$ cat config.mk
export PLATFORM = sky130hd
export DESIGN_NAME = div_seq_flat
export DESIGN_NICKNAME = d
export VERILOG_FILES = /design/src/rtl/div_seq_if.sv /design/src/rtl/div_seq.sv /design/src/flat_wrapper.sv
export SDC_FILE = /design/constraint.sdc
export NUM_CORES = 1
export LEC_CHECK = 0
export CORE_MARGIN = 2
export CORE_UTILIZATION = 30
export CTS_BUF_LIST = sky130_fd_sc_hd__clkbuf_16
export DETAILED_ROUTE_END_ITERATION = 12
export SKIP_CTS_REPAIR_TIMING = 1
export SLEW_MARGIN = 0
export SYNTH_ARGS = -nofsm -noshare
export SYNTH_HDL_FRONTEND = slang
export SYNTH_SLANG_ARGS = --single-unit
$ cat constraint.sdc
create_clock -name clk -period 7 [get_ports clk]
set_input_delay 1.4 -clock clk [delete_from_list [all_inputs] [get_ports clk]]
set_output_delay 1.4 -clock clk [all_outputs]
set_load 0.005 [all_outputs]
$ cat src/rtl/div_seq_if.sv
// Operand/result handshake bundle for div_seq.
// Source side: in_valid/dividend/divisor out, in_ready in; result side:
// out_valid/quotient/remainder/div_zero in, out_ready out (from master view).
interface div_seq_if #(
   parameter int unsigned WIDTH = 8
);
   logic             in_valid;
   logic             in_ready;
   logic [WIDTH-1:0] dividend;
   logic [WIDTH-1:0] divisor;
   logic             out_valid;
   logic             out_ready;
   logic [WIDTH-1:0] quotient;
   logic [WIDTH-1:0] remainder;
   logic             div_zero;

   // Environment driving operands and consuming results
   modport master (
      output in_valid, dividend, divisor, out_ready,
      input  in_ready, out_valid, quotient, remainder, div_zero
   );

   // The divider itself
   modport slave (
      input  in_valid, dividend, divisor, out_ready,
      output in_ready, out_valid, quotient, remainder, div_zero
   );
endinterface

$ cat src/rtl/div_seq.sv
// Sequential restoring unsigned divider: one WIDTH-bit trial subtraction per
// clock, WIDTH iterations per result; a zero divisor short-circuits to DONE.
// Ports: clk, rst (async, active-high), bus (div_seq_if.slave):
//   in_valid/in_ready/dividend/divisor  operand handshake (accept in IDLE)
//   out_valid/out_ready/quotient/remainder/div_zero  result handshake
// WIDTH must be at least 2.
module div_seq #(
   parameter int unsigned WIDTH = 8
) (
   input  logic      clk,
   input  logic      rst,
   div_seq_if.slave  bus
);

   localparam int unsigned CNT_W = $clog2(WIDTH) + 1;

   typedef enum logic [1:0] {IDLE, CALC, DONE} state_t;

   state_t           state;
   logic [WIDTH-1:0] q;
   logic [WIDTH-1:0] r;
   logic [WIDTH-1:0] d;
   logic [CNT_W-1:0] cnt;
   logic [WIDTH-1:0] quotient_r;
   logic [WIDTH-1:0] remainder_r;
   logic             div_zero_r;
   logic             in_ready_r;
   logic             out_valid_r;

   logic [WIDTH:0]   rs;
   logic [WIDTH:0]   diff;
   logic             borrow;
   logic [WIDTH-1:0] r_nxt;
   logic [WIDTH-1:0] q_nxt;

   // One restoring step. Since r < d is kept invariant, rs < 2*d, so the top
   // bit of the (WIDTH+1)-bit difference is exactly the borrow (rs < d).
   always_comb begin
      rs     = {r, q[WIDTH-1]};
      diff   = rs - {1'b0, d};
      borrow = diff[WIDTH];
      r_nxt  = borrow ? rs[WIDTH-1:0] : diff[WIDTH-1:0];
      q_nxt  = {q[WIDTH-2:0], ~borrow};
   end

   // Control FSM and datapath registers
   always_ff @(posedge clk or posedge rst) begin
      if (rst) begin
         state       <= IDLE;
         q           <= '0;
         r           <= '0;
         d           <= '0;
         cnt         <= '0;
         quotient_r  <= '0;
         remainder_r <= '0;
         div_zero_r  <= 1'b0;
         in_ready_r  <= 1'b1;
         out_valid_r <= 1'b0;
      end else begin
         unique case (state)
            IDLE: begin
               if (bus.in_valid) begin
                  d          <= bus.divisor;
                  q          <= bus.dividend;
                  r          <= '0;
                  cnt        <= '0;
                  div_zero_r <= 1'b0;
                  in_ready_r <= 1'b0;
                  if (bus.divisor == '0) begin
                     quotient_r  <= '1;
                     remainder_r <= bus.dividend;
                     div_zero_r  <= 1'b1;
                     out_valid_r <= 1'b1;
                     state       <= DONE;
                  end else begin
                     state <= CALC;
                  end
               end
            end
            CALC: begin
               q   <= q_nxt;
               r   <= r_nxt;
               cnt <= cnt + CNT_W'(1);
               if (cnt == CNT_W'(WIDTH - 1)) begin
                  quotient_r  <= q_nxt;
                  remainder_r <= r_nxt;
                  out_valid_r <= 1'b1;
                  state       <= DONE;
               end
            end
            DONE: begin
               // Results stay on quotient/remainder after the transfer
               if (bus.out_ready) begin
                  out_valid_r <= 1'b0;
                  in_ready_r  <= 1'b1;
                  state       <= IDLE;
               end
            end
            default: begin
               out_valid_r <= 1'b0;
               in_ready_r  <= 1'b1;
               state       <= IDLE;
            end
         endcase
      end
   end

   assign bus.in_ready  = in_ready_r;
   assign bus.out_valid = out_valid_r;
   assign bus.quotient  = quotient_r;
   assign bus.remainder = remainder_r;
   assign bus.div_zero  = div_zero_r;

endmodule

$ cat src/flat_wrapper.sv
// flat-port wrapper written by rule: the top's interface ports become plain ports
module div_seq_flat 
#(
   parameter int unsigned WIDTH = 8
)
  (clk, rst, bus_in_valid, bus_dividend, bus_divisor, bus_out_ready, bus_in_ready, bus_out_valid, bus_quotient, bus_remainder, bus_div_zero);
  div_seq_if #(.WIDTH(WIDTH)) bus_i ();
  input  logic clk;
  input  logic rst;
  input wire logic [$bits(bus_i.in_valid)-1:0] bus_in_valid;
  input wire logic [$bits(bus_i.dividend)-1:0] bus_dividend;
  input wire logic [$bits(bus_i.divisor)-1:0] bus_divisor;
  input wire logic [$bits(bus_i.out_ready)-1:0] bus_out_ready;
  output wire logic [$bits(bus_i.in_ready)-1:0] bus_in_ready;
  output wire logic [$bits(bus_i.out_valid)-1:0] bus_out_valid;
  output wire logic [$bits(bus_i.quotient)-1:0] bus_quotient;
  output wire logic [$bits(bus_i.remainder)-1:0] bus_remainder;
  output wire logic [$bits(bus_i.div_zero)-1:0] bus_div_zero;
  assign bus_i.in_valid = bus_in_valid;
  assign bus_i.dividend = bus_dividend;
  assign bus_i.divisor = bus_divisor;
  assign bus_i.out_ready = bus_out_ready;
  assign bus_in_ready = bus_i.in_ready;
  assign bus_out_valid = bus_i.out_valid;
  assign bus_quotient = bus_i.quotient;
  assign bus_remainder = bus_i.remainder;
  assign bus_div_zero = bus_i.div_zero;
  div_seq #(.WIDTH(WIDTH)) u_core (.clk(clk), .rst(rst), .bus(bus_i));
endmodule
==> flow_metrics.py, run 1 <==
metrics = {
    "worst_setup_path": {
        "setup.worst_path.start_class": "input port",
        "crit_start": "bus_divisor[0]",
        "r2r_cells": 6,
        "required_ps": 7210,
        "crit_end": "u_core.bus.quotient[5]",
        "critPathTopFamily": "simple AND/OR/NAND/NOR gates",
        "slowest_delay_ps": 690,
        "worstPathArrival_ps": 3690,
        "reg2reg_from": "u_core.state[0]",
        "crit_path_end_kind": "register",
        "critPathKind": "input port to register",
        "cpMaxStageDelayCell": "nor4_1",
        "critical_path_depth": 6,
        "crit_fanout": 17,
        "rrSetupSlack_ps": 4240,
        "reg2reg_to": "u_core.bus.quotient[5]",
        "cp_cell_sequence": "clkdlybuf4s50_1, nor4_1, nand3_2, nand2_2, nor2_1, a21oi_1",
        "path_buf_inv": 1,
    },
    "timing": {
        "setup_viol": 0,
        "min_period_over_period_pct": 49.7,
        "rsz0062_at_grt": "false",
        "max-slew-margin-rel_pct": 27.9,
        "maxSlewViolCount": 0,
        "setup_tns_ps": 0,
        "max_clock_freq_mhz": 287,
        "final.min_clock_period_ps": 3480,
        "hold_viol": 0,
        "fin_worst_skew_ps": 4.23,
        "worstMarginPinSlew_ps": 1080,
    },
    "clock_tree": {
        "clk_pin_slew_worst_paths_ps": 70,
        "clock_sinks": 49,
        "root_buffer": "clkbuf_16",
        "cts_buffers": 5,
        "htree_levels": 2,
        "clk_latency_ps": 290,
        "tritoncts": "done",
        "clock_path_buffers": 2,
    },
    "logic_synthesis": {
        "synthArstFlopShare_pct": 100,
        "synth_area_um2": 2660,
        "synthFlopType": "dfrtp_1",
        "yosys.cell_types.count": 47,
        "synth_area_leaders": "dfrtp_1, o21ai_0, mux2i_1",
        "synth_nets": 310,
        "synth_compound_area_share_pct": 18.5,
        "synth_most_common_cell": "dfrtp_1",
        "synth_edf_count": 0,
        "netlist_instances": 280,
        "synth-warning-count": 0,
        "synth_common_cells": "dfrtp_1, nand2_1, nor2_1, o21ai_0, a21oi_1",
        "synth_top_family_by_area": "compound AO/OA/AOI/OAI gates",
        "synthMuxAreaShare_pct": 6.91,
        "synth-seq-cells": 49,
        "synthSimpleGateAreaFrac_pct": 16.5,
        "syn_avg_cell_area_um2": 9.50,
        "yosys.area.top_type_share_pct": 45.2,
        "synthAdderAreaFrac_pct": 4.99,
        "synth-xor-area-share_pct": 2.30,
        "yosysSeqAreaShare_pct": 46.1,
        "yosys.area.top_type": "dfrtp_1",
    },
    "drt": {
        "wl_um": 6080,
        "drtIter0Drc": 89,
        "vias_per_cell": 4.91,
        "vias": 2077,
        "drc": 0,
        "antenna_left": 0,
        "wl_per_cell_um": 14.4,
        "drt-pass1-iter-count": 4,
    },
    "global_route": {
        "grtUsageMet2_pct": 21.8,
        "use_met1_pct": 17.9,
        "grtUsageTotal_pct": 13.1,
        "grt_max_degree": 50,
        "grt_pass1_vias": 2027,
        "antenna_found_initial": 0,
        "grt_pass1_wl_um": 10200,
        "grt.overflow.total": 0,
        "grt.busiest_layer": "met2",
        "grtUsageMet3_pct": 2.65,
    },
    "layout": {
        "syn2layout_area_growth_pct": 22.2,
        "antenna_cells": 0,
        "drive_gt1_share_pct": 8.89,
        "nNetsFinal": 344,
    },
    "status": {
        "status": "finished clean",
    },
    "run": {
        "drv_cap": 0,
    },
    "floorplan": {
        "dieHeight_um": 98.2,
        "core_area_um2": 8680,
        "initial_core_util_pct": 30.7,
        "die-area_um2": 9640,
        "rows": 34,
        "pin_count": 39,
        "fp.dieW_um": 98.2,
    },
    "place": {
        "port_buffers": 38,
        "gp_congestion": 0.751,
        "dp_hpwl_um": 4460,
    },
    "power": {
        "ir_drop_v": 0.000151,
        "power_w": 0.00169,
        "cellPowerDensity_nw_per_um2": 520,
        "p_leak_nw": 1.41,
    },
    "min_path": {
        "hold_depth": 1,
        "hold_class": "register to register",
    },
}
-- placed cells by master (no fill, tap or decap), drive strengths merged, types with 2 or more instances in the layout --
cell           synthesis  layout
o21a                   2       2
and3                   2       2
a221oi                 4       4
xor2                   4       4
ha                     9       9
xnor2                  3       3
nand2b                 3       3
clkbuf                 7       5
clkdlybuf4s50          0      38
nor2                  35      35
a21oi                 17      17
a21o                   6       6
nor4                   2       2
nand3                  3       3
o21bai                 2       2
nor2b                  2       2
o21ai                 35      35
inv                   11      13
mux2i                 15      15
nand2                 41      41
nor3                   3       3
a211oi                 5       5
a31oi                  3       3
dfrtp                 48      48
mux2                   3       3
-- worst min-delay path by stage --
stage	start	endpoint
5_1_grt	u_core.bus.out_valid	u_core.bus.out_valid
3_5_place_dp	u_core.bus.out_valid	u_core.bus.out_valid
4_1_cts	u_core.bus.out_valid	u_core.bus.out_valid
6_report	u_core.bus.out_valid	u_core.bus.out_valid
2_1_floorplan	u_core.q[7]	u_core.q[7]
3_3_place_gp	u_core.bus.out_valid	u_core.bus.out_valid
-- worst reg2reg max path, stage by stage, from the launching register on --
cell and delay [ps]:
dfrtp_1 550, nand2b_1 640, nor2_1 790, inv_1 150, nand2_2 310, nor2_1 80, a21oi_1 150
-- sequential cells by signal, indices dropped and copies added, names as in the netlist --
register / cells
u_core.bus.quotient: 8
u_core.bus.remainder: 8
u_core.d: 8
u_core.q: 8
u_core.r: 8
u_core.cnt: 4
u_core.state: 2
u_core.bus.div_zero: 1
u_core.bus.in_ready: 1
u_core.bus.out_valid: 1
-- metrics by stage --
| stage | hold WS, ps | util (%) | setup WS [ps] | cell area (um2) | instances |
|---|---|---|---|---|---|
| after floorplan | 450 | - | 4370 | 2660 | 280 |
| after global placement | 473 | 35.7 | 3280 | 3100 | 415 |
| after detailed placement | 470 | 35.7 | 3170 | 3100 | 415 |
| after CTS | 485 | 37.5 | 3470 | 3250 | 423 |
| after global routing | 514 | 37.5 | 3240 | 3250 | 423 |
| final | 479 | 37.5 | 3520 | 3250 | 423 |
-- cell type report --
cell class / instances / area, um2
multi-input combinational: 208 / 1310
inverter: 11 / 41.3
clock buffer: 5 / 125
sequential: 49 / 1230
timing repair buffer: 39 / 388
tap: 108 / 135
fill: 915 / 5430
clock inverter: 3 / 25.0
-- metal layers --
layer | share of wire [%] | vias to the layer above
met5 | 0 | -
met4 | 0.67 | 0
met3 | 2.3 | 4
met2 | 50 | 22
met1 | 47 | 1008
li1 | - | 1043
-- power by group --
group          switching [W]  leakage (nW)  total, W  internal (W)
Combinational       0.000484         0.746  0.000923      0.000439
Sequential         0.0000969         0.589  0.000519      0.000422
Clock               0.000112        0.0708  0.000248      0.000135
-- cells by family (layout without fill, tap and decap cells) --
family | after synthesis | count (layout)
AND/OR/NAND/NOR | 95 | 95
adder cells (fa/ha/maj) | 10 | 10
AO/OA/AOI/OAI | 78 | 78
multiplexers | 18 | 18
flip-flops | 49 | 49
XOR/XNOR | 7 | 7
buffers and inverters | 23 | 58
Power figures use the tool's default switching activity.
==> run 2: changes to the inputs <==
clock period = 3.59 ns   (was 7 ns; I/O delays follow)
==> run 2 against run 1 <==
Clock power is 80% higher. Register-to-register slack got worse by 3300 ps. Non-clock buffer count up 3. Count of clock-buffer cells in the layout did not move. Sequential share of layout area fell by 0.12 points. Largest cell class unchanged. Critical path type unchanged.
==> flow_metrics.py, run 2 (synthesis results as in run 1) <==
metrics = {
    "worst_setup_path": {
        "setup.worst_path.start_class": "input port",
        "required_ps": 3800,
        "crit_start": "bus_divisor[0]",
        "cp_cell_sequence": "clkdlybuf4s50_1, nor4_1, nand3_2, nand2_2, nor2_1, a21oi_1",
        "crit_path_end_kind": "register",
        "worstPathArrival_ps": 2850,
        "critPathKind": "input port to register",
        "reg2reg_to": "u_core.bus.remainder[0]",
        "cpMaxStageDelayCell": "nor4_1",
        "crit_fanout": 17,
        "rrSetupSlack_ps": 970,
        "r2r_cells": 10,
        "slowest_delay_ps": 580,
        "reg2reg_from": "u_core.q[7]",
        "crit_end": "u_core.bus.quotient[3]",
    },
    "timing": {
        "setup_viol": 0,
        "worstMarginPinSlew_ps": 1090,
        "rsz0062_at_grt": "false",
        "min_period_over_period_pct": 73.5,
        "max_clock_freq_mhz": 379,
        "fin_worst_skew_ps": 4.57,
        "max-slew-margin-rel_pct": 26.9,
        "setup_tns_ps": 0,
        "final.min_clock_period_ps": 2640,
        "maxSlewViolCount": 0,
        "whs_ps": 478,
        "hold_viol": 0,
    },
    "layout": {
        "drive_gt1_share_pct": 9.12,
        "design_area_um2": 3260,
        "nNetsFinal": 347,
        "layout_commonest_cell": "dfrtp_1",
        "fillCellCount": 925,
        "layout_common_cells": "dfrtp_1, nand2_1, clkdlybuf4s50_1",
        "antenna_cells": 0,
        "syn2layout_area_growth_pct": 22.6,
    },
    "power": {
        "p_leak_nw": 1.42,
        "ir_drop_v": 0.000300,
        "cellPowerDensity_nw_per_um2": 1000,
    },
    "run": {
        "drv_cap": 0,
    },
    "floorplan": {
        "pin_count": 39,
        "die-area_um2": 9640,
        "fp.dieW_um": 98.2,
        "core_area_um2": 8680,
        "dieHeight_um": 98.2,
        "initial_core_util_pct": 30.7,
        "rows": 34,
    },
    "place": {
        "dp_hpwl_um": 4440,
        "placed_area_um2": 3120,
        "port_buffers": 38,
        "gp_congestion": 0.720,
    },
    "min_path": {
        "hold_class": "register to register",
    },
    "clock_tree": {
        "clock_sinks": 49,
        "clock_path_buffers": 2,
        "htree_levels": 2,
        "root_buffer": "clkbuf_16",
        "cts_buffers": 5,
        "tritoncts": "done",
        "clk_latency_ps": 280,
        "clk_pin_slew_worst_paths_ps": 60,
    },
    "global_route": {
        "grt.overflow.total": 0,
        "grt_pass1_vias": 2095,
        "grt_pass1_wl_um": 10300,
        "antenna_found_initial": 0,
        "grtUsageTotal_pct": 13.3,
        "grt_max_degree": 50,
    },
    "drt": {
        "vias_per_cell": 4.89,
        "antenna_left": 0,
        "wl_um": 6090,
        "wl_per_cell_um": 14.3,
        "drc": 0,
        "vias": 2083,
        "drtIter0Drc": 66,
        "drt-pass1-iter-count": 4,
    },
    "status": {
        "status": "finished clean",
    },
}
==> run 2: critical path: cells and delay by family <==
kind	cells	cell delay, ps
buffers and inverters	1	410
AO/OA/AOI/OAI	1	130
AND/OR/NAND/NOR	4	1580
==> run 2: worst min path at each step <==
stage | to | slack, ps | start | cells past startpoint
2_1_floorplan | u_core.q[7] | 450 | u_core.q[7] | 2
3_3_place_gp | u_core.q[7] | 470 | u_core.q[7] | 2
3_5_place_dp | u_core.bus.out_valid | 470 | u_core.bus.out_valid | 1
4_1_cts | u_core.bus.out_valid | 480 | u_core.bus.out_valid | 1
5_1_grt | u_core.bus.out_valid | 500 | u_core.bus.out_valid | 1
6_report | u_core.bus.out_valid | 480 | u_core.bus.out_valid | 1
==> run 2: through the flow <==
step                worst slack, ps  total power [W]  std cells  utilization, %
floorplan                      1340          0.00237        280               -
global placement                739          0.00280        418            36.0
detailed placement              665          0.00284        418            36.0
CTS                             962          0.00330        426            37.6
global route                    709          0.00357        426            37.6
finish                          951          0.00326        426            37.6
==> run 2: routing by layer <==
metal / global-route usage, % / vias up / part of all wire [%]
met5: 0 / - / 0
met4: 5.06 / 0 / 2.3
met3: 2.86 / 10 / 3.5
met2: 21.8 / 31 / 48
met1: 17.3 / 997 / 46
li1: - / 1045 / -
==> run 2: final cells by class <==
cell class / instances / area (um2) / share of cell area, %
Multi-Input combinational cell: 208 / 1310 / 40.2
Sequential cell: 49 / 1230 / 37.6
Timing Repair Buffer: 42 / 410 / 12.6
Tap cell: 108 / 135 / 4.14
Clock buffer: 5 / 125 / 3.84
Inverter: 11 / 41.3 / 1.27
Clock inverter: 3 / 12.5 / 0.384
==> run 2: power breakdown <==
| group | switching, W | leakage [nW] | internal (W) |
|---|---|---|---|
| logic | 0.000936 | 0.762 | 0.000870 |
| clock network | 0.000194 | 0.0687 | 0.000252 |
| registers | 0.000186 | 0.589 | 0.000822 |
==> run 3: changes to the inputs <==
clock period = 2.3 ns   (was 3.59 ns; I/O delays follow)
==> run 3 against run 2 <==
The flow now finishes with violations (setup timing). Core utilization up 3.3 points. Clock power up 87%. Count of clock-buffer cells in the layout unchanged. Combinational power up 110%. Worst setup slack worse by 1100 ps. Global-route usage up 0.46 points. Critical path depth up 5. Critical path type is now register to register. Highest routed layer unchanged.
==> flow_metrics.py, run 3 (synthesis results as in run 1) <==
metrics = {
    "status": {
        "status": "complete, but fails checks",
        "violations": "setup timing",
    },
    "floorplan": {
        "rows": 34,
        "fp.dieW_um": 98.2,
        "die-area_um2": 9640,
        "pin_count": 39,
        "dieHeight_um": 98.2,
        "initial_core_util_pct": 30.7,
        "core_area_um2": 8680,
    },
    "power": {
        "power.share.sequential_pct": 25.5,
        "cellPowerDensity_nw_per_um2": 1770,
        "p_leak_nw": 1.53,
        "power_w": 0.00627,
        "p_comb_share_pct": 61.2,
        "pwr-share-clk_pct": 13.3,
        "internal_power_w": 0.00382,
        "ir_drop_v": 0.000760,
        "swShare_pct": 39.1,
        "power.switching_w": 0.00245,
    },
    "layout": {
        "drive_gt1_share_pct": 18.1,
        "final_cells": 445,
        "syn2layout_area_growth_pct": 33.5,
        "nNetsFinal": 366,
        "antenna_cells": 0,
        "layout_commonest_cell": "dfrtp_1",
        "layout_common_cells": "dfrtp_1, nand2_1, clkdlybuf4s50_1",
    },
    "clock_tree": {
        "tritoncts": "done",
        "clk_pin_slew_worst_paths_ps": 70,
        "clock_sinks": 49,
        "clock_path_buffers": 2,
        "cts_buffers": 5,
        "clk_latency_ps": 290,
        "htree_levels": 2,
        "root_buffer": "clkbuf_16",
    },
    "drt": {
        "drtIter0Drc": 124,
        "drt-pass1-iter-count": 4,
        "vias_per_cell": 5.02,
        "vias": 2236,
        "antenna_left": 0,
        "wl_per_cell_um": 14.7,
        "drc": 0,
        "wl_um": 6530,
    },
    "worst_setup_path": {
        "cpMaxStageDelayCell": "fa_2",
        "path_buf_inv": 3,
        "critPathTopFamily": "simple AND/OR/NAND/NOR gates",
        "setup.worst_path.start_class": "register",
        "critical_path_depth": 11,
        "slowest_delay_ps": 390,
        "reg2reg_to": "u_core.bus.remainder[7]",
        "crit_end": "u_core.bus.remainder[7]",
        "reg2reg_from": "u_core.q[7]",
        "worstPathArrival_ps": 2650,
        "rrSetupSlack_ps": -140,
        "path_common_cell": "inv_2",
        "critPathKind": "register to register",
        "crit_fanout": 7,
        "r2r_cells": 11,
        "cp_cell_sequence": "inv_2, ha_4, inv_2, fa_2, a211oi_2, nor3_2, mux2i_1, and3_4, buf_6, or3b_4, a31oi_1",
        "required_ps": 2510,
        "crit_start": "u_core.q[7]",
        "crit_path_end_kind": "register",
    },
    "timing": {
        "layout_setup_ws_ps": -140,
        "max_clock_freq_mhz": 410,
        "rsz0062_at_grt": "true",
        "hold_viol": 0,
        "setup_viol": 17,
        "worstMarginPinSlew_ps": 658,
        "fin_worst_skew_ps": 4.79,
        "max-slew-margin-rel_pct": 56.2,
        "maxSlewViolCount": 0,
        "final.min_clock_period_ps": 2440,
        "min_period_over_period_pct": 106,
    },
    "place": {
        "gp_congestion": 0.805,
        "dp.cells": 429,
        "dp_hpwl_um": 4810,
        "port_buffers": 38,
    },
    "global_route": {
        "grt_max_degree": 33,
        "grt_pass1_wl_um": 10700,
        "antenna_found_initial": 0,
        "grt.overflow.total": 0,
        "grtUsageTotal_pct": 13.8,
        "grt_pass1_vias": 2185,
    },
    "min_path": {
        "hold_depth": 1,
        "hold_class": "register to register",
    },
    "run": {
        "drv_cap": 0,
    },
}
run 3: cell types whose count changed in the layout (fill, tap and decap cells not counted), moves of 2 or more:
cell / previous run / this run
clkinv_1: 2 / 0
mux2i_1: 15 / 9
buf_4: 4 / 20
o21ai_0: 34 / 29
o21ai_1: 1 / 5
mux2i_4: 0 / 5
buf_12: 0 / 2
inv_2: 1 / 3
run 3: layer usage:
layer  global-route usage, %  wire length [um]
met5                       0                 0
met2                    23.6              3350
met3                    2.72               264
met4                    3.48                49
met1                    18.0              2870
run 3: metrics by stage:
step | setup TNS (ps) | area [um2] | setup slack, ps | util (%) | hold slack, ps
after floorplan | 0 | 2660 | 52.0 | - | 450
after global placement | -612 | 3230 | -108 | 37.2 | 463
after detailed placement | -1410 | 3230 | -150 | 37.2 | 469
after CTS | -1600 | 3400 | -161 | 39.2 | 484
after global routing | -3720 | 3550 | -268 | 40.9 | 517
final | -1410 | 3550 | -140 | 40.9 | 480
run 3: final cells by class:
cell class,count,area [um2]
inverter,11,41.3
clock buffer,5,125
clock inverter,3,42.5
tap,108,135
sequential,49,1230
fill,882,5130
multi-input combinational,208,1400
timing repair buffer,61,582
run 3: power groups by stage:
stage	logic, W	registers (W)	clock network [W]
2_1_floorplan	0.00220	0.00151	0
3_3_place_gp	0.00291	0.00159	0
3_5_place_dp	0.00298	0.00160	0
4_1_cts	0.00300	0.00158	0.000854
5_1_grt	0.00421	0.00167	0.000889
6_report	0.00384	0.00160	0.000833
run 3: how the worst min path moves through the flow:
stage                    startpoint                   end
3_5_place_dp   u_core.bus.out_valid  u_core.bus.out_valid
4_1_cts        u_core.bus.out_valid  u_core.bus.out_valid
2_1_floorplan           u_core.q[7]           u_core.q[7]
5_1_grt        u_core.bus.out_valid  u_core.bus.out_valid
6_report       u_core.bus.out_valid  u_core.bus.out_valid
3_3_place_gp   u_core.bus.out_valid  u_core.bus.out_valid
run 3: worst reg2reg max path: stages (launching register included):
cell	delay, ps
dfrtp_1	380
inv_2	80
ha_4	130
inv_2	40
fa_2	390
a211oi_2	300
nor3_2	90
mux2i_1	120
and3_4	220
buf_6	140
or3b_4	370
a31oi_1	130
